==> src/rtl/vend_pkg.sv <==
// Shared encodings and constants for the vending-machine sequencer.
package vend_pkg;

    typedef enum logic [1:0] {
        IDLE  = 2'd0,
        ACCUM = 2'd1,
        SHOW  = 2'd2
    } state_t;

    localparam logic [1:0] HALF = 2'd1;
    localparam logic [1:0] ONE  = 2'd2;

    localparam logic [5:0] SEL_D0 = 6'b111110;
    localparam logic [5:0] SEL_D1 = 6'b111101;

    localparam int FLAG_W = 4;

    // Credit in half-units maps directly onto the decoder code.
    function automatic logic [FLAG_W-1:0] to_flag(input logic [2:0] halves);
        return {{(FLAG_W-3){1'b0}}, halves};
    endfunction

endpackage

==> src/rtl/vend_if.sv <==
// Coin inputs and display/vend outputs of the sequencer, bundled.
interface vend_if;
    import vend_pkg::*;

    logic              coin_half;
    logic              coin_one;
    logic              cancel;
    logic [FLAG_W-1:0] money_flag;
    logic [5:0]        sel;
    logic              dispense;
    logic              change_valid;
    logic [2:0]        change_halves;

    modport master (
        output coin_half, coin_one, cancel,
        input  money_flag, sel, dispense, change_valid, change_halves
    );

    modport slave (
        input  coin_half, coin_one, cancel,
        output money_flag, sel, dispense, change_valid, change_halves
    );

endinterface

==> src/rtl/vend_scan_div.sv <==
// Free-running dwell counter that alternates the active-low digit select.
module vend_scan_div
    import vend_pkg::*;
#(
    parameter int SCAN_DIV = 50000
) (
    input  logic       clk,
    input  logic       rst_n,
    output logic [5:0] sel
);

    localparam int            CW   = (SCAN_DIV > 1) ? $clog2(SCAN_DIV) : 1;
    localparam logic [CW-1:0] LAST = CW'(SCAN_DIV - 1);

    logic [CW-1:0] cnt;

    always_ff @(posedge clk or negedge rst_n) begin
        if (!rst_n) begin
            cnt <= '0;
            sel <= SEL_D0;
        end else if (cnt == LAST) begin
            cnt <= '0;
            // Only the two legal digit codes are ever produced.
            sel <= (sel == SEL_D0) ? SEL_D1 : SEL_D0;
        end else begin
            cnt <= cnt + CW'(1);
        end
    end

endmodule

==> src/rtl/vend_ctrl.sv <==
// Vending-machine sequencer: credit accumulation, vend/refund decisions and
// the money_flag code for the two-digit display decoder.
module vend_ctrl
    import vend_pkg::*;
#(
    parameter int PRICE_HALVES = 5,
    parameter int SCAN_DIV     = 50000,
    parameter int SHOW_CYC     = 25000000
) (
    input  logic   clk,
    input  logic   rst_n,
    vend_if.slave  bus
);

    localparam int                SHOW_W    = (SHOW_CYC > 1) ? $clog2(SHOW_CYC) : 1;
    localparam logic [SHOW_W-1:0] SHOW_LAST = SHOW_W'(SHOW_CYC - 1);
    localparam logic [2:0]        PRICE     = 3'(PRICE_HALVES);

    state_t            state, state_nxt;
    logic [2:0]        balance, balance_nxt;
    logic [FLAG_W-1:0] flag, flag_nxt;
    logic              dispense, dispense_nxt;
    logic              change_valid, change_valid_nxt;
    logic [2:0]        change, change_nxt;
    logic [SHOW_W-1:0] show_cnt, show_cnt_nxt;
    logic [1:0]        inc;
    logic [2:0]        sum;
    logic [5:0]        sel;

    // Max balance is PRICE-1 and max inc is 3, so 3 bits never overflow.
    assign inc = (bus.coin_half ? HALF : 2'd0) + (bus.coin_one ? ONE : 2'd0);
    assign sum = balance + {1'b0, inc};

    always_ff @(posedge clk or negedge rst_n) begin
        if (!rst_n) begin
            state        <= IDLE;
            balance      <= '0;
            flag         <= '0;
            dispense     <= 1'b0;
            change_valid <= 1'b0;
            change       <= '0;
            show_cnt     <= '0;
        end else begin
            state        <= state_nxt;
            balance      <= balance_nxt;
            flag         <= flag_nxt;
            dispense     <= dispense_nxt;
            change_valid <= change_valid_nxt;
            change       <= change_nxt;
            show_cnt     <= show_cnt_nxt;
        end
    end

    always_comb begin
        state_nxt        = state;
        balance_nxt      = balance;
        flag_nxt         = flag;
        dispense_nxt     = 1'b0;
        change_valid_nxt = 1'b0;
        change_nxt       = change;
        show_cnt_nxt     = show_cnt;
        case (state)
            IDLE, ACCUM: begin
                // A completing purchase takes priority over a same-cycle cancel.
                if (sum >= PRICE) begin
                    dispense_nxt     = 1'b1;
                    change_valid_nxt = 1'b1;
                    change_nxt       = sum - PRICE;
                    flag_nxt         = to_flag(sum - PRICE);
                    balance_nxt      = '0;
                    show_cnt_nxt     = '0;
                    state_nxt        = SHOW;
                end else if (bus.cancel && (state == ACCUM || inc != 2'd0)) begin
                    change_valid_nxt = 1'b1;
                    change_nxt       = sum;
                    flag_nxt         = to_flag(sum);
                    balance_nxt      = '0;
                    show_cnt_nxt     = '0;
                    state_nxt        = SHOW;
                end else if (inc != 2'd0) begin
                    balance_nxt = sum;
                    flag_nxt    = to_flag(sum);
                    state_nxt   = ACCUM;
                end
            end
            SHOW: begin
                if (show_cnt == SHOW_LAST) begin
                    show_cnt_nxt = '0;
                    flag_nxt     = '0;
                    state_nxt    = IDLE;
                end else begin
                    show_cnt_nxt = show_cnt + SHOW_W'(1);
                end
            end
            default: state_nxt = IDLE;
        endcase
    end

    vend_scan_div #(.SCAN_DIV(SCAN_DIV)) u_scan (
        .clk   (clk),
        .rst_n (rst_n),
        .sel   (sel)
    );

    assign bus.money_flag    = flag;
    assign bus.sel           = sel;
    assign bus.dispense      = dispense;
    assign bus.change_valid  = change_valid;
    assign bus.change_halves = change;

endmodule

==> src/flat_wrapper.sv <==
// flat-port wrapper written by rule: the top's interface ports become plain ports
module vend_ctrl_flat import vend_pkg::*;
#(
    parameter int PRICE_HALVES = 5,
    parameter int SCAN_DIV     = 50000,
    parameter int SHOW_CYC     = 25000000
)
  (clk, rst_n, bus_coin_half, bus_coin_one, bus_cancel, bus_money_flag, bus_sel, bus_dispense, bus_change_valid, bus_change_halves);
  vend_if bus_i ();
  input  logic clk;
  input  logic rst_n;
  input wire logic [$bits(bus_i.coin_half)-1:0] bus_coin_half;
  input wire logic [$bits(bus_i.coin_one)-1:0] bus_coin_one;
  input wire logic [$bits(bus_i.cancel)-1:0] bus_cancel;
  output wire logic [$bits(bus_i.money_flag)-1:0] bus_money_flag;
  output wire logic [$bits(bus_i.sel)-1:0] bus_sel;
  output wire logic [$bits(bus_i.dispense)-1:0] bus_dispense;
  output wire logic [$bits(bus_i.change_valid)-1:0] bus_change_valid;
  output wire logic [$bits(bus_i.change_halves)-1:0] bus_change_halves;
  assign bus_i.coin_half = bus_coin_half;
  assign bus_i.coin_one = bus_coin_one;
  assign bus_i.cancel = bus_cancel;
  assign bus_money_flag = bus_i.money_flag;
  assign bus_sel = bus_i.sel;
  assign bus_dispense = bus_i.dispense;
  assign bus_change_valid = bus_i.change_valid;
  assign bus_change_halves = bus_i.change_halves;
  vend_ctrl #(.PRICE_HALVES(PRICE_HALVES), .SCAN_DIV(SCAN_DIV), .SHOW_CYC(SHOW_CYC)) u_core (.clk(clk), .rst_n(rst_n), .bus(bus_i));
endmodule
==> config.mk <==
export PLATFORM = sky130hd
export DESIGN_NAME = vend_ctrl_flat
export DESIGN_NICKNAME = d
export VERILOG_FILES = /design/src/rtl/vend_pkg.sv /design/src/rtl/vend_if.sv /design/src/rtl/vend_scan_div.sv /design/src/rtl/vend_ctrl.sv /design/src/flat_wrapper.sv
export SDC_FILE = /design/constraint.sdc
export NUM_CORES = 1
export LEC_CHECK = 0
export ABC_AREA = 1
export CORE_MARGIN = 2
export CORE_UTILIZATION = 44
export CTS_BUF_LIST = sky130_fd_sc_hd__clkbuf_4
export DETAILED_ROUTE_END_ITERATION = 7
export DONT_BUFFER_PORTS = 1
export HOLD_SLACK_MARGIN = 0.03
export SETUP_SLACK_MARGIN = 0.3
export SLEW_MARGIN = 20
export SYNTH_ARGS = -nofsm -noshare
export SYNTH_HDL_FRONTEND = slang
export SYNTH_SLANG_ARGS = --single-unit
==> constraint.sdc <==
create_clock -name clk -period 5.4 [get_ports clk]
set_clock_uncertainty 0.05 [all_clocks]
set_input_delay 0.27 -clock clk [delete_from_list [all_inputs] [get_ports clk]]
set_output_delay 0.27 -clock clk [all_outputs]
set_load 0.02 [all_outputs]
==> After elaboration in Yosys (flattened, before gate mapping) <==
Index checks and enable logic that the tools add are counted.
{ "op_classes": {"add_sub_neg": 5, "order_cmp": 1, "eq_ne": 8, "n_mux": 28, "reduce_logical": 13} }
{ "op_table": {"columns": ["operator", "n"], "rows": [
  ["25-bit 2-to-1 mux", 3],
  ["25-bit case mux with 2 select lines", 1],
  ["25-bit by 1-bit adder with 25-bit output (second input constant)", 1],
  ["25-bit equality test (second input constant)", 1],
  ["16-bit by 1-bit adder with 16-bit output (second input constant)", 1],
  ["16-bit equality test (second input constant)", 1],
  ["16-bit 2-to-1 mux", 1],
  ["4-bit 2-to-1 mux", 4],
  ["3-bit 2-to-1 mux", 5],
  ["2-bit 2-to-1 mux", 6],
  ["4-bit case mux with 2 select lines", 1],
  ["2-bit AND reduction", 4],
  ["6-bit equality test (second input constant)", 1],
  ["1-bit 2-to-1 mux", 6],
  ["2-bit nonzero test", 3],
  ["4-bit by 1-bit != test with 1-bit output (second input constant)", 1],
  ["2-bit case mux with 2 select lines", 1],
  ["3-bit by 2-bit adder with 3-bit output", 1],
  ["3-bit greater-or-equal comparator (second input constant)", 1],
  ["3-bit by 1-bit != test with 1-bit output (second input constant)", 1],
  ["3-bit AND reduction", 1],
  ["3-bit nonzero test", 1],
  ["3-bit subtractor (second input constant)", 1],
  ["2-bit adder", 1],
  ["7 further kinds", 7]
]} }
{ "word_totals": {"register_bits": 61, "inputBits": 5, "out_inout_bits": 15, "elab_cells": 64} }

==> Longest topological paths before layout <==
{ "depth": {"ltp_word": 8, "ltp_mapped": 14, "ltp_nobuf": 13} }

==> Hierarchy <==
From an unflattened synthesis, not the netlist that was laid out.
{ "unflattened": {"cells_unflattened": 502, "area_unflattened_um2": 3589.7} }
{ "modules_own_cells": {"columns": ["mod", "instances", "cells_per_inst", "area_per_inst_um2", "seq_area_each_um2"], "rows": [
  ["vend_ctrl", 1, 361, 2549.9, 950.9],
  ["vend_scan_div", 1, 141, 1039.7, 451.7]
]} }

==> Least setup slack after synthesis <==
No wires, ideal clock.
{ "synth_path": {"kind": "register -> register", "startpoint": "register u_core.balance[0]", "endpoint": "register u_core.balance[1]", "setup_time_ns": 0.119, "arrival_ns": 1.960, "required_ns": 5.231, "path_slack_ns": 3.272, "path_stages_with_launch": 14, "path_buffers": 1, "synth_period_minus_slack_ns": 2.128, "path_cell_list": "dfrtp_1 ha_1 inv_1 fa_1 ha_1 inv_1 nand2_1 nand2_2 nand2_2 nand2_2 buf_6 nand2_8 nand3_2 o21ai_2"} }
{ "synth_between": {"elab_chain_cells": 4, "word_cells_on_any_way": 7, "cone_classes": "add/sub (1); order compare (1); mux (3); reduce/logical (2)"} }
{ "synth_lines": {"columns": ["element", "line_no", "rtl"], "rows": [
  ["start: declaration", "vend_ctrl.sv:20", "logic [2:0] balance, balance_nxt;"],
  ["start signal: assignment", "vend_ctrl.sv:45", "balance <= balance_nxt;"],
  ["3-bit by 2-bit adder with 3-bit output (*)", "vend_ctrl.sv:32", "assign sum = balance + {1'b0, inc};"],
  ["3-bit greater-or-equal comparator or 3-bit 2-to-1 mux (tied branches)", "vend_ctrl.sv:65, vend_ctrl.sv:80", null],
  ["3-bit nonzero test (no source line) or 3-bit 2-to-1 mux (tied branches)", null, null],
  ["2-bit AND reduction (no source line) or 3-bit 2-to-1 mux (tied branches)", null, null]
]} }
Every way passes the cells marked *; elsewhere a longest branch is shown, timed or not. The select of a mux whose other input is x is not followed.
A chain may end at the register's enable or synchronous reset.

==> Worst setup path in the final report <==
{ "layout_path": {"startpoint": "register u_core.balance[0]", "endpoint": "register u_core.show_cnt[10]"} }
{ "layout_between": {"elab_chain_cells": 4, "word_cells_on_any_way": 6, "cone_classes": "add/sub (1); order compare (1); eq/ne (1); mux (2); reduce/logical (1)"} }
{ "layout_lines": {"columns": ["element", "line_no", "rtl"], "rows": [
  ["3-bit by 2-bit adder with 3-bit output (*)", "vend_ctrl.sv:32", null],
  ["3-bit greater-or-equal comparator (*)", "vend_ctrl.sv:65", "if (sum >= PRICE) begin"],
  ["25-bit 2-to-1 mux or 3-bit by 1-bit != test with 1-bit output (tied branches)", null, null],
  ["25-bit case mux with 2 select lines or 2-bit AND reduction (tied branches)", null, null],
  ["end signal: assignment", "vend_ctrl.sv:50", "show_cnt <= show_cnt_nxt;"],
  ["end: declaration", "vend_ctrl.sv:25", "logic [SHOW_W-1:0] show_cnt, show_cnt_nxt;"]
]} }
Every way passes the cells marked *; elsewhere a longest branch is shown, timed or not.

==> metrics <==
GR peak layer met2; Area growth, synth to finish 4.69%; peak per-stage delay on the critical path around 480 ps; maximum number of pins on one net before global-route repair 57; Filler Cells Inserted approximately 790; critical path data required time about 5700 ps; Clock Tree Root clkbuf_4; Final Max Slew Viols 0; LEAKAGE around 1.7 nW; Final nets between 400 and 500; routed vias 2903; initial antenna violation count 0; hold buffers post-CTS 3; post-synthesis instance area between 3000 and 4000 µm²; relative slew slack between 50 and 60%; synth cell count leaders nand2_1, nor2_1, dfrtp_1, inv_1, nand3_1; number of enable flip-flop cells after synthesis 0; critical path class reg2reg; met1 usage about a quarter; CTS H-Tree Depth 2; max-cap violation count 0; Slew @ Worst Pin 606 ps; Non-Filler Instances roughly 580; maximum vdd ir drop 0.0978 mV; post-CTS resize count 0; post-CTS setup buffers 0; Die Y roughly 92 µm; Routed Antenna Nets 0; DRC 0; crit-path leading delay family simple AND/OR/NAND/NOR gates; CP Cell Sequence ha_1, inv_1, fa_1, ha_1, inv_1, nand2_1, nand2_2, nand2_2, nand2_2, nand2_1, o22ai_2; dpl cell area approximately 3500 µm²; IO Port Bufs 0; Tcrit/Tclk final 54.4%; CTS tree done; Final setup viols 0; Final Total Pwr about 0.00067 W; met3 Use GR 3.20%; core footprint approximately 7600 µm²; Ys Warns 0; Synth async-reset ratio 100%; CTS Sinks 56; Final TNS setup 0 ps; Post-Syn Instances around 480; CP Max Fanout 21; row count 32; critical path launch point type flip-flop; #FFs+latches synth 56; full die area about 8500 µm²; Yosys top cell area share between 40 and 50%; post-route cell area 3570 µm²; CTS buffer count 5; CP dominant cell by count nand2_2; Fmax achieved between 300 and 400 MHz; RD Place Congestion 0.936; placed cells approximately 570; clk buf depth 2; HPWL after detailed placement approximately 5.3 mm; vias in the first global route around 2700; Clk pin slew, worst setup/hold paths ~170 ps; DRT iter0 DRCs 134; RSZ-0062 raised after global routing false; Clock Latency Late Sink just under 400 ps; dominant synthesized flop cell dfrtp_1; outcome complete, no violations; ranking of synthesized cells by area dfrtp_1, nand2_1, nor2_1; Worst Hold Class in2reg; Hold Vio Cnt, Final 0; power per cell area ~190 nW/µm²; chip width ~92 µm; met2 global-route usage between 30% and 40%; post-synth cell types 40; WL/cell ~12 µm; Routed WL 7.19 mm; Mapped Avg Cell Area 7.14 µm²; WP buf/inv 2; most frequent cell after synthesis nand2_1; io pins 20; total grt overflow 0; Crit path arrival time around 3200 ps; layout cells sized above 1 approximately 6.7%; cell taking the most area after synthesis dfrtp_1; Final min period roughly 2900 ps; hold slack final just over 100 ps; vias per cell approximately 5; diodes inserted 0; global-route wire length before repair approximately 13 mm; crit end category flip-flop; Seq/Total Area, Yosys between 40% and 50%; Slowest cell on crit path fa_1; initial core utilization approximately 45%; Detailed Routing Iterations Pass 1 5; gr usage total a little under a fifth
-- final cells by class --
| cell class | instances | area, µm² | share of cell area, % |
|---|---|---|---|
| Clock buffer | 5 | 37.5 | 1.05 |
| Multi-Input combinational cell | 353 | 1710 | 47.8 |
| Tap cell | 102 | 128 | 3.57 |
| Inverter | 60 | 225 | 6.30 |
| Timing Repair Buffer | 3 | 47.5 | 1.33 |
| Clock inverter | 3 | 25.0 | 0.700 |
| Sequential cell | 56 | 1400 | 39.3 |
-- path summary, 6_finish.rpt --
check	endpoint	start	cells past startpoint	slack [ps]
setup / recovery	u_core.show_cnt[10]	u_core.balance[0]	11	2460
hold / removal	u_core.state[0]	bus_coin_one	4	100
setup reg to reg	u_core.show_cnt[10]	u_core.balance[0]	11	2460
hold reg to reg	u_core.u_scan.cnt[0]	u_core.u_scan.cnt[0]	1	430
max in group asynchronous	u_core.u_scan.sel[1]	rst_n	2	4710
min in group asynchronous	u_core.u_scan.cnt[13]	rst_n	2	310
-- per-stage QoR --
step                      utilization, %  setup slack (ps)
final                               47.0              2460
after CTS                           47.0              2460
after detailed placement            45.5              2480
after floorplan                        -              3270
after global routing                47.0              2140
after global placement              45.5              2600
-- routing by layer --
layer	up-vias	share of wire [%]
met5	-	0
met4	0	0.79
met3	4	4.1
met2	54	48
met1	1342	47
li1	1503	-
-- cell usage in the layout (no fill, tap or decap), types with 2 or more instances in the layout --
cell type / netlist / layout
nand2_1: 149 / 149
nor2_1: 66 / 66
inv_1: 55 / 55
dfrtp_1: 55 / 55
nand3_1: 47 / 47
nand4_1: 13 / 13
xor2_1: 12 / 12
o21ai_1: 11 / 11
o21ai_0: 9 / 9
nor2_2: 5 / 5
ha_1: 5 / 5
conb_1: 2 / 5
clkbuf_4: 0 / 5
nand2_2: 4 / 4
inv_2: 4 / 4
nand3_2: 3 / 3
a21oi_1: 3 / 3
or2_1: 2 / 2
nor4_1: 2 / 2
xnor2_1: 2 / 2
o211ai_1: 2 / 2
inv_6: 0 / 2
dlygate4sd3_1: 0 / 2
-- registers in the layout, summed over array words and instances (netlist names) --
signal and flops:
u_core.u_scan.sel 2, u_core.bus.change_halves 3, u_core.u_scan.cnt 16, u_core.bus.dispense 1
u_core.bus.money_flag 3, u_core.show_cnt 25, u_core.balance 3, u_core.bus.change_valid 1
u_core.state 2
-- power breakdown --
| part | leakage, nW | switching [W] | internal, W |
|---|---|---|---|
| combinational | 0.926 | 0.0000311 | 0.0000142 |
| sequential | 0.742 | 0.00000459 | 0.000423 |
| clock | 0.0322 | 0.000146 | 0.0000544 |
-- worst min-delay path, cell delays in order --
cell,delay [ps]
nor2_1,50
inv_1,60
o211ai_1,90
inv_1,60
-- cell families (layout without fill, tap and decap cells) --
family | count (synthesis) | after routing | synth area share, %
adders and majority gates | 6 | 6 | 2.42
DFF | 56 | 56 | 41.1
xor gates and xnor gates | 15 | 15 | 4.07
other | 2 | 5 | 0.220
AOI/OAI and AO/OA | 30 | 30 | 5.02
and+or+nand+nor | 297 | 297 | 38.0
buffers and inverters | 72 | 71 | 9.20
Note: power is estimated with default switching activity, not from simulation.
